$ cat src/rtl/maria_bus_sched.sv
// Per-scanline bus scheduler between the 6502 and MARIA DMA: HALT/RDY sequencing,
// address-bus handover, WSYNC line stalls and the DLI NMI pulse.
module maria_bus_sched #(
   parameter int HALT_SETUP  = 2,
   parameter int RELEASE_GAP = 1,
   parameter int NMI_WIDTH   = 8
) (
   input  logic       clk_sys,
   input  logic       reset_n,
   input  logic       mclk0,
   input  logic       pclkp,
   input  logic       maria_en,
   input  logic [1:0] dma_mode,
   input  logic       wsync,
   input  logic       line_start,
   input  logic       dma_req,
   input  logic       dma_done,
   input  logic       dli_req,
   output logic       halt_n,
   output logic       cpu_rdy,
   output logic       drive_AB,
   output logic       dma_go,
   output logic       nmi_n,
   output logic       busy
);

   if (HALT_SETUP < 1 || HALT_SETUP > 15 || RELEASE_GAP < 1 || RELEASE_GAP > 15 ||
       NMI_WIDTH < 1 || NMI_WIDTH > 15) begin : g_param_check
      $error("maria_bus_sched: HALT_SETUP, RELEASE_GAP and NMI_WIDTH must be 1..15");
   end

   localparam logic [3:0] SETUP_LD   = 4'(HALT_SETUP - 1);
   localparam logic [3:0] RELEASE_LD = 4'(RELEASE_GAP - 1);
   localparam logic [3:0] NMI_LD     = 4'(NMI_WIDTH);

   typedef enum logic [1:0] {IDLE, HALT_SETUP_S, DMA, RELEASE} state_t;

   state_t     state, state_nx;
   logic [3:0] cnt, cnt_nx;
   logic       dma_pend, pend_nx;
   logic       halt_nx, drive_nx, go_nx;
   logic       dma_ok;
   logic       wsync_pend;
   logic       wsync_hit;
   logic [3:0] nmi_cnt;

   assign dma_ok    = (dma_mode == 2'b10);
   assign wsync_hit = pclkp & wsync;
   assign busy      = (state != IDLE);

   // State register: 2600 mode parks the scheduler in IDLE.
   always_ff @(posedge clk_sys or negedge reset_n) begin
      if (!reset_n)      state <= IDLE;
      else if (!maria_en) state <= IDLE;
      else if (mclk0)    state <= state_nx;
   end

   always_comb begin
      state_nx = state;
      case (state)
         IDLE:         if (dma_req && dma_ok) state_nx = HALT_SETUP_S;
         HALT_SETUP_S: if (cnt == 4'd0) state_nx = DMA;
         DMA:          if (dma_done) state_nx = RELEASE;
         RELEASE:      if (cnt == 4'd0)
                          state_nx = ((dma_pend || dma_req) && dma_ok) ? HALT_SETUP_S : IDLE;
         default:      state_nx = IDLE;
      endcase
   end

   // Next values for the registered outputs, counter and pending flag.
   always_comb begin
      halt_nx  = (state_nx == IDLE);
      drive_nx = (state_nx == DMA);
      go_nx    = (state == HALT_SETUP_S) && (state_nx == DMA);
      cnt_nx   = (cnt == 4'd0) ? 4'd0 : cnt - 4'd1;
      if (state_nx == HALT_SETUP_S && state != HALT_SETUP_S) cnt_nx = SETUP_LD;
      if (state_nx == RELEASE && state == DMA)               cnt_nx = RELEASE_LD;
      pend_nx = dma_pend;
      // Leaving RELEASE either consumes the queued request or drops it.
      if (state == RELEASE && state_nx != RELEASE) pend_nx = 1'b0;
      else if (state != IDLE && dma_req)           pend_nx = 1'b1;
   end

   always_ff @(posedge clk_sys or negedge reset_n) begin
      if (!reset_n) begin
         halt_n   <= 1'b1;
         drive_AB <= 1'b0;
         dma_go   <= 1'b0;
         cnt      <= 4'd0;
         dma_pend <= 1'b0;
      end else if (!maria_en) begin
         halt_n   <= 1'b1;
         drive_AB <= 1'b0;
         dma_go   <= 1'b0;
         cnt      <= 4'd0;
         dma_pend <= 1'b0;
      end else if (mclk0) begin
         halt_n   <= halt_nx;
         drive_AB <= drive_nx;
         dma_go   <= go_nx;
         cnt      <= cnt_nx;
         dma_pend <= pend_nx;
      end
   end

   // WSYNC: a write landing on the line_start tick must wait for the following line.
   always_ff @(posedge clk_sys or negedge reset_n) begin
      if (!reset_n) begin
         wsync_pend <= 1'b0;
         cpu_rdy    <= 1'b1;
      end else if (!maria_en) begin
         wsync_pend <= 1'b0;
         cpu_rdy    <= 1'b1;
      end else if (mclk0) begin
         if (line_start) begin
            wsync_pend <= wsync_hit;
            cpu_rdy    <= 1'b1;
         end else begin
            wsync_pend <= wsync_pend | wsync_hit;
            cpu_rdy    <= ~wsync_pend;
         end
      end else if (wsync_hit) begin
         wsync_pend <= 1'b1;
      end
   end

   // DLI reload during an active pulse only stretches it.
   always_ff @(posedge clk_sys or negedge reset_n) begin
      if (!reset_n) begin
         nmi_cnt <= 4'd0;
         nmi_n   <= 1'b1;
      end else if (!maria_en) begin
         nmi_cnt <= 4'd0;
         nmi_n   <= 1'b1;
      end else if (mclk0) begin
         if (dli_req) begin
            nmi_cnt <= NMI_LD;
            nmi_n   <= 1'b0;
         end else if (nmi_cnt != 4'd0) begin
            nmi_cnt <= nmi_cnt - 4'd1;
            if (nmi_cnt == 4'd1) nmi_n <= 1'b1;
         end
      end
   end

endmodule

$ cat config.mk
export PLATFORM = sky130hd
export DESIGN_NAME = maria_bus_sched
export DESIGN_NICKNAME = d
export VERILOG_FILES = /design/src/rtl/maria_bus_sched.sv
export SDC_FILE = /design/constraint.sdc
export NUM_CORES = 1
export LEC_CHECK = 0
export CAP_MARGIN = 30
export CORE_MARGIN = 8
export CORE_UTILIZATION = 53
export CTS_BUF_LIST = sky130_fd_sc_hd__clkbuf_8
export DETAILED_ROUTE_END_ITERATION = 8
export HOLD_SLACK_MARGIN = 0.05
export MAX_ROUTING_LAYER = met4
export PLACE_DENSITY_LB_ADDON = 0.2
export SYNTH_ARGS = -nofsm -noshare
export SYNTH_HDL_FRONTEND = slang
export SYNTH_SLANG_ARGS = --single-unit
$ cat constraint.sdc
create_clock -name clk_sys -period 1.9 [get_ports clk_sys]
set_input_delay 0.285 -clock clk_sys [delete_from_list [all_inputs] [get_ports clk_sys]]
set_output_delay 0.285 -clock clk_sys [all_outputs]
set_load 0.01 [all_outputs]
==> results.ini <==
[run_status]
run_status = finished, final reports clean

[route]
drc = 0
wire_per_inst_um = 13.96
drtIter0Drc = 13
ant_nets = 0
drt_pre_antenna_iters = 4
viasPerCell = 5.550
vias = 827
finalWirelength_um = 2080

[floorplan]
rows = 15
io_pins = 18
die_x_um = 59.38
fp.coreArea_um2 = 1745
start_util_pct = 57.13
die_h_um = 59.38
dieArea_um2 = 3525

[sta]
rsz0062_at_grt = no
max_freq_mhz = 563.9
hold_viol_final = 0
worst_clock_skew_ns = 0.001445
setup_tns_ns = 0
relSlewSlack_pct = 72.68
period_share_pct = 93.34
setup_violations = 0
layout_setup_ws_ns = 0.1265
fin_worst_hold_slack_ns = 0.3615
finalMaxSlewViolations = 0
tightest_slew_ns = 0.4089
period_needed_ns = 1.773

[min_path]
hold_path.class = in2async

[place]
hpwl_um = 1650
pre_cts_slack_ns = 0.2043
io_buffers = 17
gp_congestion = 0.9208

[logic_synthesis]
ys_ff_latch = 17
syn-instance-count = 103
yosysSeqAreaShare_pct = 43.04
async_reset_ff_share_pct = 100.0
syn_area_um2 = 997.2
synth-edff-count = 0
syn_area_per_cell_um2 = 9.682
synth_nets = 119
synth_ff_type = dfrtp_1
yosysWarnings = 0
ys_types = 41

[layout]
nNetsFinal = 141
antenna_cells = 0
areaGrowthSynthToFinish_pct = 25.35
drive_gt1_share_pct = 16.13

[clocking]
clock-sinks = 17
cts_buffer_depth = 2
clk_pin_slew_worst_paths_ns = 0.06
cts-hold-fix-buffers = 0
root_buffer = clkbuf_8
cts_buffers = 3
clk-insertion-delay-late_ns = 0.25
cts_tree = built
ctsHtreeMaxLevel = 1

[power]
power.density_nw_per_um2 = 725.3
ir_worst_vdd_mv = 0.5512
leakage_nw = 0.5386

[worst_setup_path]
cp_slowest_cell = clkdlybuf4s50_1
crit_chain = or2_4, clkdlybuf4s50_1
worstPathMaxFanout = 8
required_ns = 1.62
r2r_end = cnt[0]
reg2reg_slack_ns = 0.36
crit_arrival_ns = 1.49
critPathLaunch = state[1]
startpoint_type = flip-flop
cp-end-kind = primary output
r2r_cells = 6
max_stage_delay_ns = 0.49
crit_end = busy
crit_type = reg2out
r2r-start = cnt[0]

[global_route]
grt_max_degree = 18
globalRouteOverflowTotal = 0
antenna_found_initial = 0
grt_pass1_vias = 848
track_usage_pct = 13.77
grt_pass1_wl_um = 3726

[job]
maxCapViolCount = 0

-- per-stage QoR --
step | instance area (um2) | utilization [%] | total power, mW | instances
3_3_place_gp | 1202 | 68.89 | 0.6458 | 145
6_report | 1250 | 71.61 | 0.9066 | 149
4_1_cts | 1247 | 71.47 | 0.9120 | 149
5_1_grt | 1250 | 71.61 | 0.9620 | 149
3_5_place_dp | 1202 | 68.89 | 0.6520 | 145
2_1_floorplan | 997.2 | - | 0.5695 | 103
-- worst max-delay path: cells and delay by family, from the launching register on --
family	cells	cell delay, ns
DFF	1	0.46
and+or+nand+nor	1	0.30
buffers and inverters	1	0.49
-- routing by layer --
| layer | routed length, um | track usage, % |
|---|---|---|
| met1 | 982 | 16.58 |
| met2 | 978 | 21.57 |
| met3 | 108 | 3.905 |
| met4 | 10 | 4.437 |
| met5 | 0 | - |
-- timing repair --
item	in CTS	in global routing
gates resized for setup	0	1
buffers inserted	0	0
endpoints found under the setup margin	0	1
endpoints found under the hold margin	0	0
-- registers in the layout (all words and copies together), names as in the netlist --
name / flops
cnt: 4
cpu_rdy: 1
dma_go: 1
dma_pend: 1
drive_AB: 1
halt_n: 1
nmi_cnt: 4
nmi_n: 1
state: 2
wsync_pend: 1
-- placed cells by master, fill, tap and decap left out, types with 2 or more instances in the layout --
cell / count
clkdlybuf4s50_1: 17
dfrtp_1: 14
nand2_1: 11
nor2_1: 10
inv_1: 8
a21oi_1: 6
o21ai_0: 4
ha_1: 4
buf_4: 4
or3_1: 3
a22o_1: 3
clkbuf_8: 3
dfstp_2: 3
nor3_1: 2
a2bb2oi_1: 2
nand3b_1: 2
nor3b_1: 2
o22ai_1: 2
-- synthesized netlist by cell type (2+ instances only) --
master / number / area, um2
nor2_1: 10 / 37.54
nand2_1: 11 / 41.29
dfrtp_1: 14 / 350.3
a21oi_1: 6 / 30.03
o21ai_0: 4 / 20.02
a22o_1: 3 / 26.28
nor3b_1: 2 / 15.01
buf_2: 3 / 15.01
nand3b_1: 2 / 15.01
or3_1: 3 / 18.77
a2bb2oi_1: 2 / 17.52
nor3_1: 2 / 10.01
ha_1: 4 / 50.05
inv_1: 7 / 26.28
dfstp_2: 3 / 78.83
o22ai_1: 2 / 12.51
-- area by class of cell --
class                           count  area, um2
Multi-Input combinational cell     74      514.2
Sequential cell                    17      429.2
Tap cell                           25      31.28
Clock buffer                        3      41.29
Fill cell                         138      495.5
Timing Repair Buffer               21      200.2
Clock inverter                      1      3.754
Inverter                            8      30.03
-- cell families (layout without fill, tap and decap cells) --
logic type | count (synthesis) | count (layout) | share of synthesized area (%)
AO/OA/AOI/OAI | 29 | 29 | 21.58
XOR/XNOR | 1 | 1 | 0.8785
adder cells (fa/ha/maj) | 4 | 4 | 5.019
buffers and inverters | 12 | 33 | 5.646
flip-flops | 17 | 17 | 43.04
AND/OR/NAND/NOR | 40 | 40 | 23.84
-- report_power, final --
group	switching [mW]	internal, mW
registers	0.0243	0.390
logic	0.115	0.118
clock network	0.117	0.143
-- how the worst min path moves through the flow --
stage / start / endpoint / slack [ns] / cells past startpoint
floorplan: reset_n / cnt[0] / -0.01 / 0
global placement: drive_AB / drive_AB / 0.49 / 1
detailed placement: drive_AB / drive_AB / 0.51 / 1
CTS: reset_n / nmi_cnt[0] / 0.37 / 2
global route: reset_n / nmi_cnt[0] / 0.39 / 2
finish: reset_n / nmi_cnt[0] / 0.36 / 2
No activity file was read; power rests on OpenSTA's default activity.
